<file path="config.mk">
export PLATFORM = sky130hd
export DESIGN_NAME = serial_packet_sender
export DESIGN_NICKNAME = d
export VERILOG_FILES = /design/src/rtl/serial_packet_sender_pkg.sv /design/src/rtl/serial_packet_sender_lane_shifter.sv /design/src/rtl/serial_packet_sender.sv
export SDC_FILE = /design/constraint.sdc
export NUM_CORES = 1
export LEC_CHECK = 0
export CORE_AREA = 3 3 75 77
export CTS_CLUSTER_DIAMETER = 200
export DETAILED_ROUTE_END_ITERATION = 7
export DIE_AREA = 0 0 78 80
export PLACE_DENSITY = 0.79
export SKIP_CTS_REPAIR_TIMING = 1
export SLEW_MARGIN = 20
export SYNTH_ARGS = -nofsm -noshare
export SYNTH_HDL_FRONTEND = slang
export SYNTH_HIERARCHICAL = 1
export SYNTH_SLANG_ARGS = --single-unit
</file>
<file path="constraint.sdc">
create_clock -name clk -period 3.1 [get_ports clk]
set_input_delay 0.465 -clock clk [delete_from_list [all_inputs] [get_ports clk]]
set_output_delay 0.465 -clock clk [all_outputs]
set_load 0.005 [all_outputs]
</file>
<file path="src/rtl/serial_packet_sender_pkg.sv">
// NetworkPkg: types and constants shared by the multi-lane serial sender and its receiver.
// Optional feature macro: SERIAL_SENDER_PARITY_EN
//   defined   -> each lane appends one even-parity bit over its data slice
//   undefined -> frame is syncword + slice only
package NetworkPkg;

  typedef enum logic [1:0] {
    IDLE = 2'd0,
    SEND = 2'd1,
    GAP  = 2'd2
  } sender_state_t;

  // Link-wide preamble defaults; the receiver hunts for the same pattern.
  localparam int                           DEFAULT_SYNC_BITS = 8;
  localparam logic [DEFAULT_SYNC_BITS-1:0] DEFAULT_SYNCWORD  = 8'hA5;

`ifdef SERIAL_SENDER_PARITY_EN
  localparam int PARITY_BITS = 1;
`else
  localparam int PARITY_BITS = 0;
`endif

  // Width of the payload slice carried by one lane.
  function automatic int LANE_BITS(input int dataBits, input int lanes);
    return dataBits / lanes;
  endfunction

  // Bits shifted out per lane for one packet: syncword, slice, optional parity.
  function automatic int FRAME_BITS(input int syncBits, input int laneBits);
    return syncBits + laneBits + PARITY_BITS;
  endfunction

endpackage

</file>
<file path="src/rtl/serial_packet_sender_lane_shifter.sv">
// lane_shifter: one serial lane. Loads syncword + slice (+ parity) and shifts it out MSB first.
// Optional feature macro: SERIAL_SENDER_PARITY_EN (parity bit appended, computed at load time).
module lane_shifter
  import NetworkPkg::*;
#(
  parameter int                   LW        = 16,
  parameter int                   SYNC_BITS = DEFAULT_SYNC_BITS,
  parameter logic [SYNC_BITS-1:0] SYNCWORD  = SYNC_BITS'(DEFAULT_SYNCWORD)
) (
  input  logic          clk,
  input  logic          rst_l,
  input  logic          load_i,
  input  logic          shift_i,
  input  logic [LW-1:0] slice_i,
  output logic          serial_o
);

  localparam int N = FRAME_BITS(SYNC_BITS, LW);

  logic [N-1:0] frame;
  logic [N-1:0] shiftReg_q;
  logic         serial_q;

`ifdef SERIAL_SENDER_PARITY_EN
  assign frame = {SYNCWORD, slice_i, ^slice_i};
`else
  assign frame = {SYNCWORD, slice_i};
`endif

  // Load puts the frame MSB straight on the wire; shift walks the rest out; otherwise drive low.
  always_ff @(posedge clk or negedge rst_l) begin
    if (!rst_l) begin
      shiftReg_q <= '0;
      serial_q   <= 1'b0;
    end else if (load_i) begin
      serial_q   <= frame[N-1];
      shiftReg_q <= frame << 1;
    end else if (shift_i) begin
      serial_q   <= shiftReg_q[N-1];
      shiftReg_q <= shiftReg_q << 1;
    end else begin
      serial_q   <= 1'b0;
    end
  end

  assign serial_o = serial_q;

endmodule

</file>
<file path="src/rtl/serial_packet_sender.sv">
// serial_packet_sender: splits a payload into LANES slices and sends each as syncword + slice,
// MSB first, in lockstep, followed by a forced idle-low gap before the next packet.
// Optional feature macro: SERIAL_SENDER_PARITY_EN (one even-parity bit per lane, N grows by 1).
module serial_packet_sender
  import NetworkPkg::*;
#(
  parameter int                   DATA_BITS  = 32,
  parameter int                   LANES      = 2,
  parameter int                   SYNC_BITS  = DEFAULT_SYNC_BITS,
  parameter logic [SYNC_BITS-1:0] SYNCWORD   = SYNC_BITS'(DEFAULT_SYNCWORD),
  parameter int                   GAP_CYCLES = 2
) (
  input  logic                 clk,
  input  logic                 rst_l,
  input  logic                 in_valid,
  output logic                 in_ready,
  input  logic [DATA_BITS-1:0] data_in,
  output logic                 busy,
  output logic                 send_done,
  output logic [LANES-1:0]     serial_out
);

  localparam int LW = LANE_BITS(DATA_BITS, LANES);
  localparam int N  = FRAME_BITS(SYNC_BITS, LW);

  // The bit counter doubles as the gap counter, so it must cover whichever is longer.
  localparam int CNT_MAX = (GAP_CYCLES > N) ? GAP_CYCLES : N;
  localparam int CNT_W   = $clog2(CNT_MAX + 1);

  localparam logic [CNT_W-1:0] LAST_BIT = CNT_W'(N - 1);
  localparam logic [CNT_W-1:0] LAST_GAP = CNT_W'((GAP_CYCLES > 0) ? GAP_CYCLES - 1 : 0);

  sender_state_t    state_q;
  logic [CNT_W-1:0] bitCnt_q;
  logic             inReady_q;
  logic             busy_q;
  logic             sendDone_q;

  logic handshake;
  logic shiftEn;

  // inReady_q is only ever high in IDLE, so it alone qualifies the handshake.
  assign handshake = in_valid & inReady_q;
  assign shiftEn   = (state_q == SEND) && (bitCnt_q != LAST_BIT);

  // Sequence IDLE -> SEND -> GAP -> IDLE with every handshake output registered.
  always_ff @(posedge clk or negedge rst_l) begin
    if (!rst_l) begin
      state_q    <= IDLE;
      bitCnt_q   <= '0;
      inReady_q  <= 1'b0;
      busy_q     <= 1'b0;
      sendDone_q <= 1'b0;
    end else begin
      sendDone_q <= 1'b0;
      case (state_q)
        IDLE: begin
          if (handshake) begin
            state_q   <= SEND;
            bitCnt_q  <= '0;
            inReady_q <= 1'b0;
            busy_q    <= 1'b1;
          end else begin
            inReady_q <= 1'b1;
            busy_q    <= 1'b0;
          end
        end
        SEND: begin
          if (bitCnt_q == LAST_BIT) begin
            sendDone_q <= 1'b1;
            bitCnt_q   <= '0;
            if (GAP_CYCLES == 0) begin
              state_q   <= IDLE;
              inReady_q <= 1'b1;
              busy_q    <= 1'b0;
            end else begin
              state_q <= GAP;
            end
          end else begin
            bitCnt_q <= bitCnt_q + CNT_W'(1);
          end
        end
        GAP: begin
          if (bitCnt_q == LAST_GAP) begin
            state_q   <= IDLE;
            inReady_q <= 1'b1;
            busy_q    <= 1'b0;
          end else begin
            bitCnt_q <= bitCnt_q + CNT_W'(1);
          end
        end
        default: begin
          state_q   <= IDLE;
          bitCnt_q  <= '0;
          inReady_q <= 1'b0;
          busy_q    <= 1'b0;
        end
      endcase
    end
  end

  for (genvar k = 0; k < LANES; k++) begin : gen_lane
    lane_shifter #(
      .LW        (LW),
      .SYNC_BITS (SYNC_BITS),
      .SYNCWORD  (SYNCWORD)
    ) u_lane (
      .clk      (clk),
      .rst_l    (rst_l),
      .load_i   (handshake),
      .shift_i  (shiftEn),
      .slice_i  (data_in[k*LW +: LW]),
      .serial_o (serial_out[k])
    );
  end

  assign in_ready  = inReady_q;
  assign busy      = busy_q;
  assign send_done = sendDone_q;

endmodule
</file>
# [Word-level counts from Yosys, hierarchy flattened]
# Cells that the tools add are included.
[op_classes] addsub=1 n_eq_ne=9 mux=24 n_bitwise=2 reduce_logical=6
[op_table] operator="2-to-1 mux 24 bit" n=4
[op_table] operator="2-to-1 mux 5 bit" n=3
[op_table] operator="case mux 5 bit (3 select lines)" n=1
[op_table] operator="2-to-1 mux 1 bit" n=10
[op_table] operator="2-to-1 mux 2 bit" n=3
[op_table] operator="case mux 1 bit (3 select lines)" n=2
[op_table] operator="case mux 2 bit (3 select lines)" n=1
[op_table] operator="adder 5 x 1 -> 5 bit, second input constant" n=1
[op_table] operator="== test 5 x 1 -> 1 bit, second input constant" n=1
[op_table] operator="== test 5 bit, second input constant" n=1
[op_table] operator="inequality test 5 bit, second input constant" n=1
[op_table] operator="inequality test 2 x 1 -> 1 bit, second input constant" n=2
[op_table] operator="inequality test 2 bit, second input constant" n=2
[op_table] operator="AND reduction 2 bit" n=2
[op_table] operator="AND reduction 3 bit" n=1
[op_table] operator="== test 2 x 1 -> 1 bit, second input constant" n=1
[op_table] operator="== test 2 bit, second input constant" n=1
[op_table] operator="logical NOT 2 bit" n=1
[op_table] operator="nonzero test 2 bit" n=1
[op_table] operator="bitwise AND 1 bit" n=1
[op_table] operator="logical AND 1 bit" n=1
[op_table] operator="NOT 1 bit" n=1
[word_totals] reg_bits=60 in_bits=35 output_inout_bits=5 elab_cells=51

# [Depth between registers and ports, before layout]
[depth] ltp_word=4 ltp_mapped=7 mapped_depth_nobuf=6

# [By module]
# The synthesis kept the hierarchy.
[modules_own_cells] module="lane_shifter" n_inst=2 cells_each=94 area_each_um2=1076.0 seq_area_each_um2=600.6
[modules_own_cells] module="serial_packet_sender" n_inst=1 cells_each=59 area_each_um2=595.6 seq_area_each_um2=250.2

# [Worst setup path after synthesis]
# No wires, ideal clock.
[synth_path] kind="register to register" from="register bitCnt_q[0]" to="register gen_lane[0].u_lane.shiftReg_q[17]" setup_ns=0.124 arrival_ns=1.530 required_ns=2.976 path_slack_ns=1.446 path_stages_with_launch=7 n_path_buf=2 synth_period_minus_slack_ns=1.654 path_cell_list="dfrtp_1 ha_1 nand4b_2 and2_1 buf_6 buf_12 a211o_1"
[synth_via] elab_chain_len=3
[synth_rtl] element="from (decl)" line_no="serial_packet_sender.sv:34" rtl="logic [CNT_W-1:0] bitCnt_q;"
[synth_rtl] element="from (signal assigned)" line_no="serial_packet_sender.sv:80" rtl="bitCnt_q <= bitCnt_q + CNT_W'(1);"
[synth_rtl] element="from (signal assigned)" line_no="serial_packet_sender.sv:89" rtl="bitCnt_q <= bitCnt_q + CNT_W'(1);"
[synth_rtl] element="inequality test 5 bit" line_no="serial_packet_sender.sv:44" rtl="assign shiftEn = (state_q == SEND) && (bitCnt_q != LAST_BIT);"
[synth_rtl] element="logical AND 1 bit" line_no="serial_packet_sender.sv:44"
[synth_rtl] element="via shiftEn" line_no="serial_packet_sender.sv:40" rtl="logic shiftEn;"
[synth_rtl] element="nonzero test 2 bit (no line)"
[synth_rtl] element="to (signal assigned)" line_no="serial_packet_sender_lane_shifter.sv:37" rtl="shiftReg_q <= frame << 1;"
[synth_rtl] element="to (signal assigned)" line_no="serial_packet_sender_lane_shifter.sv:40" rtl="shiftReg_q <= shiftReg_q << 1;"
[synth_rtl] element="to (decl)" line_no="serial_packet_sender_lane_shifter.sv:21" rtl="logic [N-1:0] shiftReg_q;"
# The timed path passes the listed nets, and every way through them passes these cells.
# A chain may end at the register's enable or synchronous reset.

# [Worst setup path in the final report]
# Ends and elaborated chain as after synthesis.

==> results.yml <==
yosys:
  ys_seq_area_share_pct: 52.8
  yosysMostFrequentCell: "dfrtp_1"
  synthesis.area_um2: 2750
  avgSynthCellArea_um2: 11.1
  synthTopCellsByCount: "dfrtp_1, mux2i_1, nand2_1, o21ai_1, o21ai_0"
  synth_fp_nets: 287
  yosysWarnings: 6
  async_flop_share_pct: 100
  synth_cells: 247
  synthTopCellsByArea: "dfrtp_1, mux2i_1, nand2_1, o21ai_1, buf_12"
  synth_edf_count: 0
  synth_top_area_share_pct: 52.8
  synth_largest_area_cell: "dfrtp_1"
  synth_seq_cells: 58
  synth_cell_types: 34
  synth_ff_type: "dfrtp_1"
place:
  hpwl_mm: 3.12
  gp_congestion: 0.768
  portBuffers: 39
die:
  fp-row-count: 26
  die_h_um: 80
  die_x_um: 78
  coreArea_um2: 5070
  die-area_um2: 6240
  initial_core_util_pct: 54.1
  ios: 40
sta:
  maxSlewHeadroom_pct: 49.3
  worst_slew_pin_slew_ns: 0.761
  setup_viol: 0
  hold_viol: 0
  setup-tns-final_ns: 0
  fmax_ghz: 0.449
  rsz0062_at_grt: "false"
  fin_crit_sh_pct: 71.8
  maxSlewViolCount: 0
  skew_ns: 0.00770
  min_period_ns: 2.23
routing:
  wl_per_cell_um: 13.5
  wirelength_mm: 4.88
  vias: 1839
  drc: 0
  antenna_left: 0
  drtPass1Iterations: 4
  drt_iter0_markers: 91
  via_per_inst: 5.09
global_route:
  grt_start_max_net_pins: 59
  grt_first_pass_wirelength_mm: 8.16
  antenna_found_initial: 0
  grt_pass1_vias: 1841
  grt_overflow: 0
  grt_usage_pct: 16.9
power_and_ir_drop:
  power.density_nw_per_um2: 900
  vdd_ir_drop_max_mv: 0.514
  p_leak_nw: 1.41
cts:
  clock-sinks: 58
  numCtsBuffers: 9
  cts_tree: "done"
  clockRootBuffer: "clkbuf_8"
  insertion_delay_ns: 0.33
  clockBufferDepth: 2
  h-tree-depth: 3
  clk_pin_slew_ns: 0.06
critical_path:
  worstPathMaxFanout: 29
  worstPathRequired_ns: 3.31
  rrSetupSlack_ns: 0.87
  crit_type: "register to register"
  critPathCaptureType: "register"
  critPathArrivalTime_ns: 2.44
  critPathLaunchType: "register"
finish:
  n_antenna_cell: 0
  drive_gt1_share_pct: 11.0
  final_core_util_pct: 64.9
  num-fill-cells: 431
  layout-area-overhead-vs-synth_pct: 19.8
  nNetsFinal: 327
hold_path:
  worstHoldPathType: "primary input to async pin"
job:
  drv_cap: 0
outcome:
  outcome: "completed"
## state kept, by name (all words and copies together), names as in the netlist
name / count
gen_lane.u_lane/shiftReg_q: 46
state_q: 2
busy: 1
send_done: 1
gen_lane.u_lane/serial_o: 2
bitCnt_q: 5
in_ready: 1
## routing by layer
layer / global-route usage, % / share of wire [%] / vias to the layer above
li1: - / - / 938
met1: 22.0 / 50 / 857
met2: 25.3 / 44 / 39
met3: 6.77 / 4.9 / 5
met4: 6.29 / 0.96 / 0
met5: 0 / 0 / -
## layout by cell type, fill, tap and decap left out, drive strengths merged
cell type and n:
o211ai 2, nor2 10, a211o 6, buf 5, a22oi 1, ha 5, inv 8, a21oi 5
a21o 2, nand4b 1, mux2i 39, or2 2, o21ai 35, nand3 5, nand2 37, dfrtp 58
nand2b 2, and2 2, or4b 1, clkdlybuf4s50 38, a2bb2oi 1, clkinv 3, o32a 1, o22ai 1
a22o 2, clkbuf 12, nor3b 1, nor2b 6
## power breakdown
part / internal (mW) / total, mW / switching [mW]
clock: 0.325 / 0.601 / 0.276
combinational: 0.537 / 1.11 / 0.569
sequential: 1.08 / 1.26 / 0.173
## path summary, 6_finish.rpt
check / start / endpoint / cells past startpoint
max in group asynchronous: rst_l / gen_lane[0].u_lane/shiftReg_q[1] / 2
min in group clk: gen_lane[0].u_lane/shiftReg_q[18] / gen_lane[0].u_lane/shiftReg_q[19] / 1
min reg2reg: gen_lane[0].u_lane/shiftReg_q[18] / gen_lane[0].u_lane/shiftReg_q[19] / 1
min: rst_l / gen_lane[1].u_lane/shiftReg_q[4] / 2
max reg2reg: bitCnt_q[0] / gen_lane[0].u_lane/shiftReg_q[17] / 6
max: bitCnt_q[0] / gen_lane[0].u_lane/shiftReg_q[17] / 6
## layout make-up
| cell class | instances | area (um2) | area share, % |
|---|---|---|---|
| Multi-Input combinational cell | 167 | 1120 | 34.2 |
| Inverter | 8 | 30.0 | 0.912 |
| Timing Repair Buffer | 43 | 428 | 13.0 |
| Clock buffer | 12 | 155 | 4.71 |
| Tap cell | 70 | 87.6 | 2.66 |
| Sequential cell | 58 | 1450 | 44.1 |
| Clock inverter | 3 | 15.0 | 0.456 |
## worst max-delay path, stage by stage (launching register included)
cell      delay (ns)
dfrtp_1         0.42
ha_1            0.27
nand4b_2        0.15
and2_2          0.67
buf_12          0.28
nor2b_1         0.07
a211o_1         0.26
## metrics by stage
stage	cell area [um2]	power (mW)	hold slack [ns]	setup WS (ns)	cells
after floorplan	2750	2.17	0.169	1.45	247
after global placement	3120	2.33	0.462	0.905	346
after detailed placement	3120	2.38	0.472	0.864	346
after CTS	3290	3.00	0.300	0.854	361
after global routing	3290	3.19	0.333	0.735	361
final	3290	2.96	0.271	0.873	361
## cell families after synthesis
kind of cell             share of synthesized area, %
AND/OR/NAND/NOR                                  11.6
flip-flops                                       52.8
AO/OA/AOI/OAI                                    12.8
multiplexers                                     14.2
buffers and inverters                            6.28
adder cells (fa/ha/maj)                          2.28
No activity file was read; power rests on OpenSTA's default activity.
